File: src/rtl/uart_probe_loader.sv
// rtl/uart_probe_loader.sv - UART write packets (A5, addr, data) into 8 frame-synchronised probe channels
// Define UART_PROBE_PARITY_EN to receive 8E1 frames instead of 8N1.
module uart_probe_loader #(
  parameter int unsigned CLK_HZ       = 27000000,
  parameter int unsigned BAUD         = 115200,
  parameter int unsigned TIMEOUT_BITS = 32,
  parameter int unsigned SYNC_UPDATE  = 1
) (
  input  logic       clk,
  input  logic       resetn,
  input  logic       rx,
  input  logic       frame_start,
  output logic [7:0] out_0,
  output logic [7:0] out_1,
  output logic [7:0] out_2,
  output logic [7:0] out_3,
  output logic [7:0] out_4,
  output logic [7:0] out_5,
  output logic [7:0] out_6,
  output logic [7:0] out_7,
  output logic       pkt_ok,
  output logic       err,
  output logic       dirty
);

  localparam int unsigned CPB      = CLK_HZ / BAUD;
  localparam logic [31:0] BIT_END  = 32'(CPB - 1);
  localparam logic [31:0] HALF_END = 32'((CPB / 2) - 1);
  localparam logic [31:0] TO_END   = 32'((TIMEOUT_BITS * CPB) - 1);

  typedef enum logic [2:0] {
    S_IDLE,
    S_START,
    S_DATA,
`ifdef UART_PROBE_PARITY_EN
    S_PARITY,
`endif
    S_STOP,
    S_BREAK
  } rx_state_e;

  typedef enum logic [1:0] {P_SYNC, P_ADDR, P_DATA} p_state_e;

  logic        sync1_q, rxs_q;
  rx_state_e   rx_state_q, rx_state_d;
  logic [31:0] cnt_q, cnt_d;
  logic [2:0]  bitn_q, bitn_d;
  logic [7:0]  shreg_q, shreg_d;
`ifdef UART_PROBE_PARITY_EN
  logic        par_q, par_d;
`endif
  p_state_e    p_state_q, p_state_d;
  logic [2:0]  addr_q, addr_d;
  logic [31:0] to_cnt_q, to_cnt_d;
  logic [7:0]  shadow_q [8];
  logic [7:0]  shadow_d [8];
  logic [7:0]  out_q [8];
  logic [7:0]  out_d [8];
  logic        dirty_q, dirty_d;
  logic        pkt_ok_q, pkt_ok_d;
  logic        err_q, err_d;

  logic        bit_tick;
  logic        byte_valid;
  logic        rx_err;
  logic        write;

  assign bit_tick = (cnt_q == BIT_END);

  always_comb begin
    rx_state_d = rx_state_q;
    cnt_d      = cnt_q;
    bitn_d     = bitn_q;
    shreg_d    = shreg_q;
`ifdef UART_PROBE_PARITY_EN
    par_d      = par_q;
`endif
    byte_valid = 1'b0;
    rx_err     = 1'b0;
    case (rx_state_q)
      S_IDLE: begin
        if (!rxs_q) begin
          rx_state_d = S_START;
          cnt_d      = '0;
        end
      end
      S_START: begin
        if (cnt_q == HALF_END) begin
          cnt_d      = '0;
          bitn_d     = '0;
          rx_state_d = rxs_q ? S_IDLE : S_DATA;
        end else begin
          cnt_d = cnt_q + 32'd1;
        end
      end
      S_DATA: begin
        if (bit_tick) begin
          cnt_d   = '0;
          shreg_d = {rxs_q, shreg_q[7:1]};
          bitn_d  = bitn_q + 3'd1;
          if (bitn_q == 3'd7) begin
`ifdef UART_PROBE_PARITY_EN
            rx_state_d = S_PARITY;
`else
            rx_state_d = S_STOP;
`endif
          end
        end else begin
          cnt_d = cnt_q + 32'd1;
        end
      end
`ifdef UART_PROBE_PARITY_EN
      S_PARITY: begin
        if (bit_tick) begin
          cnt_d      = '0;
          par_d      = rxs_q;
          rx_state_d = S_STOP;
        end else begin
          cnt_d = cnt_q + 32'd1;
        end
      end
`endif
      S_STOP: begin
        if (bit_tick) begin
          cnt_d = '0;
          // a framing error takes priority so a bad stop plus bad parity yields one err
          if (!rxs_q) begin
            rx_err     = 1'b1;
            rx_state_d = S_BREAK;
`ifdef UART_PROBE_PARITY_EN
          end else if (par_q != ^shreg_q) begin
            rx_err     = 1'b1;
            rx_state_d = S_IDLE;
`endif
          end else begin
            byte_valid = 1'b1;
            rx_state_d = S_IDLE;
          end
        end else begin
          cnt_d = cnt_q + 32'd1;
        end
      end
      S_BREAK: begin
        if (rxs_q) rx_state_d = S_IDLE;
      end
      default: rx_state_d = S_IDLE;
    endcase
  end

  always_comb begin
    p_state_d = p_state_q;
    addr_d    = addr_q;
    err_d     = rx_err;
    write     = 1'b0;
    to_cnt_d  = (p_state_q == P_SYNC) ? 32'd0 : to_cnt_q + 32'd1;
    if (rx_err) begin
      p_state_d = P_SYNC;
      to_cnt_d  = '0;
    end else if (byte_valid) begin
      to_cnt_d = '0;
      case (p_state_q)
        P_SYNC: if (shreg_q == 8'hA5) p_state_d = P_ADDR;
        P_ADDR: begin
          if (shreg_q[7:3] == 5'd0) begin
            addr_d    = shreg_q[2:0];
            p_state_d = P_DATA;
          end else if (shreg_q != 8'hA5) begin
            err_d     = 1'b1;
            p_state_d = P_SYNC;
          end
        end
        P_DATA: begin
          write     = 1'b1;
          p_state_d = P_SYNC;
        end
        default: p_state_d = P_SYNC;
      endcase
    end else if (p_state_q != P_SYNC && to_cnt_q == TO_END) begin
      p_state_d = P_SYNC;
      to_cnt_d  = '0;
    end
  end

  always_comb begin
    shadow_d = shadow_q;
    out_d    = out_q;
    dirty_d  = dirty_q;
    pkt_ok_d = write;
    if (SYNC_UPDATE != 0) begin
      // commit reads the pre-write shadow; a same-cycle write stays pending
      if (frame_start) begin
        out_d   = shadow_q;
        dirty_d = 1'b0;
      end
      if (write) begin
        shadow_d[addr_q] = shreg_q;
        dirty_d          = 1'b1;
      end
    end else begin
      dirty_d = 1'b0;
      if (write) begin
        shadow_d[addr_q] = shreg_q;
        out_d[addr_q]    = shreg_q;
      end
    end
  end

  always_ff @(posedge clk or negedge resetn) begin
    if (!resetn) begin
      sync1_q    <= 1'b1;
      rxs_q      <= 1'b1;
      rx_state_q <= S_IDLE;
      cnt_q      <= '0;
      bitn_q     <= '0;
      shreg_q    <= '0;
`ifdef UART_PROBE_PARITY_EN
      par_q      <= 1'b0;
`endif
      p_state_q  <= P_SYNC;
      addr_q     <= '0;
      to_cnt_q   <= '0;
      shadow_q   <= '{default: 8'h00};
      out_q      <= '{default: 8'h00};
      dirty_q    <= 1'b0;
      pkt_ok_q   <= 1'b0;
      err_q      <= 1'b0;
    end else begin
      sync1_q    <= rx;
      rxs_q      <= sync1_q;
      rx_state_q <= rx_state_d;
      cnt_q      <= cnt_d;
      bitn_q     <= bitn_d;
      shreg_q    <= shreg_d;
`ifdef UART_PROBE_PARITY_EN
      par_q      <= par_d;
`endif
      p_state_q  <= p_state_d;
      addr_q     <= addr_d;
      to_cnt_q   <= to_cnt_d;
      shadow_q   <= shadow_d;
      out_q      <= out_d;
      dirty_q    <= dirty_d;
      pkt_ok_q   <= pkt_ok_d;
      err_q      <= err_d;
    end
  end

  assign out_0  = out_q[0];
  assign out_1  = out_q[1];
  assign out_2  = out_q[2];
  assign out_3  = out_q[3];
  assign out_4  = out_q[4];
  assign out_5  = out_q[5];
  assign out_6  = out_q[6];
  assign out_7  = out_q[7];
  assign pkt_ok = pkt_ok_q;
  assign err    = err_q;
  assign dirty  = dirty_q;

endmodule

File: config.mk
export PLATFORM = sky130hd
export DESIGN_NAME = uart_probe_loader
export DESIGN_NICKNAME = d
export VERILOG_FILES = /design/src/rtl/uart_probe_loader.sv
export SDC_FILE = /design/constraint.sdc
export NUM_CORES = 1
export LEC_CHECK = 0
export CORE_MARGIN = 2
export CORE_UTILIZATION = 55
export CTS_BUF_LIST = sky130_fd_sc_hd__clkbuf_8
export DETAILED_ROUTE_END_ITERATION = 10
export GPL_TIMING_DRIVEN = 0
export MAX_ROUTING_LAYER = met4
export PLACE_DENSITY = 0.86
export SLEW_MARGIN = 30
export SYNTH_ARGS = -nofsm -noshare
export SYNTH_HDL_FRONTEND = slang
export SYNTH_SLANG_ARGS = --single-unit
File: constraint.sdc
create_clock -name clk -period 3.1 [get_ports clk]
set_input_delay 0.62 -clock clk [delete_from_list [all_inputs] [get_ports clk]]
set_output_delay 0.62 -clock clk [all_outputs]
set_load 0.01 [all_outputs]
==> impl_metrics.csv <==
group,metric,value,unit
sta,setup_viol,0,
logic_synthesis,synth_largest_area_cell,"dfrtp_1",
die,num_rows,48,
cts,tritoncts,"built",
global_routing,grt_pass1_wl,36300,um
cts,h-tree-depth,2,
detailed_routing,dr_total_vias,7092,
logic_synthesis,synth-edff-count,0,
pwr,ir_worst_vdd,426,uV
cells_and_area,drive_gt1_share,24.4,%
logic_synthesis,synthCells,818,
global_routing,grt_antenna_before_repair,0,
global_routing,gr-usage-all-layers,25.3,%
cts,clockBufferDepth,3,
pwr,leakagePower,5.25,nW
sta,relSlewSlack,41.5,%
sta,slew_viol_final,0,
setup_path,required,3520,ps
place,hpwl,14300,um
die,die_h,137,um
sta,post-route-period-util,91.5,%
setup_path,crit_arrival,3260,ps
die,coreArea,0.0174,mm2
detailed_routing,drtPass1Iterations,6,
logic_synthesis,synthSimpleGateAreaFrac,15.1,%
logic_synthesis,yosys-top-cells-area,"dfrtp_1, mux2_2, xor2_1",
logic_synthesis,synthDominantCellAreaShare,54.8,%
die,pin_count,71,
cts,cts_buffers,37,
cells_and_area,nets,938,
logic_synthesis,syn_area,0.00976,mm2
job,drv_cap,0,
logic_synthesis,synth_top_flop_cell,"dfrtp_1",
logic_synthesis,ys_seq_area_share,55.4,%
global_routing,overflow,0,
cells_and_area,n_antenna_cell,0,
logic_synthesis,synth_xor_xnor_area_share,2.78,%
setup_path,critPathLaunchType,"flip-flop",
setup_path,worstSetupPathType,"flip-flop to flip-flop",
logic_synthesis,synth_area_per_cell,11.9,um2
logic_synthesis,synth_top_family_by_area,"multiplexers",
cts,clkSinkCount,216,
cts,postCtsHoldBufs,0,
detailed_routing,vias_per_cell,6.01,
detailed_routing,drtIter0Drc,576,
sta,tightest_slew,875,ps
place,port_buffers,69,
sta,rsz0062_at_grt,"no",
setup_path,r2r_start,"cnt_q[24]",
sta,fin_crit,2840,ps
detailed_routing,wl_per_cell,19.0,um
die,dieArea,0.0188,mm2
cells_and_area,syn_to_final_growth,18.6,%
sta,finalHoldViolations,0,
pwr,power_density,483,mW/mm2
sta,max_freq,353,MHz
cts,insertion_delay,540,ps
cts,root_buffer,"clkbuf_8",
min_path,hold_path.class,"input pin to asynchronous set/reset pin",
logic_synthesis,yosys_warnings,0,
status,outcome,"finished clean",
cts,cts-resized-gates,0,
place,gp_congestion,0.878,
place,post-place-cells,1114,
die,die_x,137,um
setup_path,reg2reg_depth,7,
sta,finalClockSkew,33.3,ps
global_routing,grt_pass1_vias,7136,
cts,path_clk_slew,70,ps
setup_path,r2r_setup_slack,260,ps
logic_synthesis,synth_fa_ha_area_share,0.769,%
cells_and_area,layout.cells.non_filler,1181,
logic_synthesis,ys_async_sr_fraction,100,%
setup_path,cp-end-kind,"flip-flop",
logic_synthesis,muxShareOfSynthArea,16.7,%
setup_path,path_max_fanout,10,
logic_synthesis,synthDistinctLibCells,60,
detailed_routing,routed_wl,22500,um
logic_synthesis,synth_compound_area_share,6.73,%
logic_synthesis,syn-num-nets,828,
global_routing,grt_max_degree,81,
detailed_routing,ant_nets,0,
die,start_util,56.3,%
logic_synthesis,synth-seq-cells,216,
setup_path,r2r-end,"shadow_q[25]",
cts,post-cts-setup-buffer-count,0,
sta,fin_worst_hold_slack,51.1,ps
detailed_routing,drcViolationCount,0,
[placed cells by master, fill, tap and decap left out, drive strengths merged, types with 9 or more instances in the layout]
| cell type | synthesis | routed |
|---|---|---|
| buf | 15 | 18 |
| o21ai | 12 | 12 |
| o211ai | 30 | 30 |
| xor2 | 26 | 26 |
| and3 | 11 | 11 |
| inv | 11 | 23 |
| clkdlybuf4s50 | 0 | 68 |
| nand4 | 23 | 23 |
| and4 | 9 | 9 |
| dfrtp | 214 | 214 |
| nand3 | 44 | 44 |
| clkbuf | 35 | 83 |
| mux2 | 141 | 141 |
| nor3 | 13 | 13 |
| nor2 | 57 | 57 |
| nor4 | 18 | 18 |
| nand2 | 61 | 61 |
[kinds of logic after synthesis]
family	Yosys count
fa+ha+maj	6
mux	145
xor+xnor	31
compound gates	87
simple gates	272
buf+inv	61
flops	216
[cell usage after synthesis, types with 5 or more instances]
cell type and number:
nand3_1 44, ha_1 6, and4_1 9, and2_1 5, nor3_1 13, o211ai_1 30
a21oi_1 7, dfrtp_1 214, nor2_1 54, or4_1 5, inv_1 11, o31a_1 7
o21ai_0 11, mux2_2 139, o311ai_1 5, clkbuf_1 35, xnor2_1 5, nand2_1 59
nand4_1 23, and3_1 11, nor4_1 13, buf_2 9, xor2_1 26
[per-stage QoR]
step | TNS (ps) | util, % | worst slack [ps] | instance area, um2 | power, mW
after CTS | 0 | 66.7 | 292 | 11600 | 5.64
after global placement | -1591700 | 61.9 | -7420 | 10700 | 2.97
final | 0 | 66.7 | 264 | 11600 | 5.60
after floorplan | 0 | - | 797 | 9760 | 2.90
after global routing | 0 | 66.7 | 21.8 | 11600 | 5.78
after detailed placement | 0 | 62.2 | 314 | 10800 | 2.98
[worst max-delay path by stage]
| stage | startpoint | endpoint | cells after the start |
|---|---|---|---|
| detailed placement | cnt_q[24] | shadow_q[8] | 7 |
| CTS | cnt_q[24] | shadow_q[11] | 7 |
| global route | cnt_q[24] | shadow_q[25] | 7 |
| global placement | resetn | out_5[3] | 1 |
| floorplan | cnt_q[13] | rx_state_q[0] | 6 |
| finish | cnt_q[24] | shadow_q[25] | 7 |
[cell type report]
| cell class | instances | area, um2 |
|---|---|---|
| Fill cell | 1159 | 5770 |
| Sequential cell | 216 | 5410 |
| Multi-Input combinational cell | 541 | 4110 |
| Timing Repair Buffer | 71 | 751 |
| Clock buffer | 48 | 661 |
| Tap cell | 225 | 282 |
| Buffer | 50 | 210 |
| Clock inverter | 19 | 121 |
| Inverter | 11 | 41.3 |
[state kept, by name, summed over array words and instances (netlist names), 8 cells and up]
register	cells
out_7	8
out_3	8
out_5	8
out_0	8
out_4	8
out_2	8
to_cnt_q	32
shadow_q	64
shreg_q	8
out_6	8
out_1	8
cnt_q	32
[per-layer routing]
| layer | GRT usage [%] | wire (um) | share of wire [%] | vias to the layer above |
|---|---|---|---|---|
| met5 | - | 0 | 0 | - |
| met4 | 7.79 | 478 | 2.1 | 0 |
| met3 | 5.00 | 1190 | 5.3 | 53 |
| met2 | 40.5 | 11000 | 49 | 239 |
| met1 | 32.8 | 9760 | 43 | 3586 |
| li1 | - | - | - | 3214 |
[where the power goes]
| part | total [mW] | switching (mW) | leakage, nW | internal (mW) |
|---|---|---|---|---|
| combinational | 0.102 | 0.0766 | 1.82 | 0.0251 |
| clock | 2.67 | 1.19 | 0.440 | 1.48 |
| sequential | 2.82 | 0.000362 | 3.00 | 2.82 |
[critical path, cell delays in order, from the launching register on]
cell and delay, ps:
dfrtp_1 350, clkbuf_1 190, nor4_1 400, and4_1 260, clkbuf_1 260, nand2_1 220, nor4_4 650, mux2_2 410
Note: power is estimated with default switching activity, not from simulation.
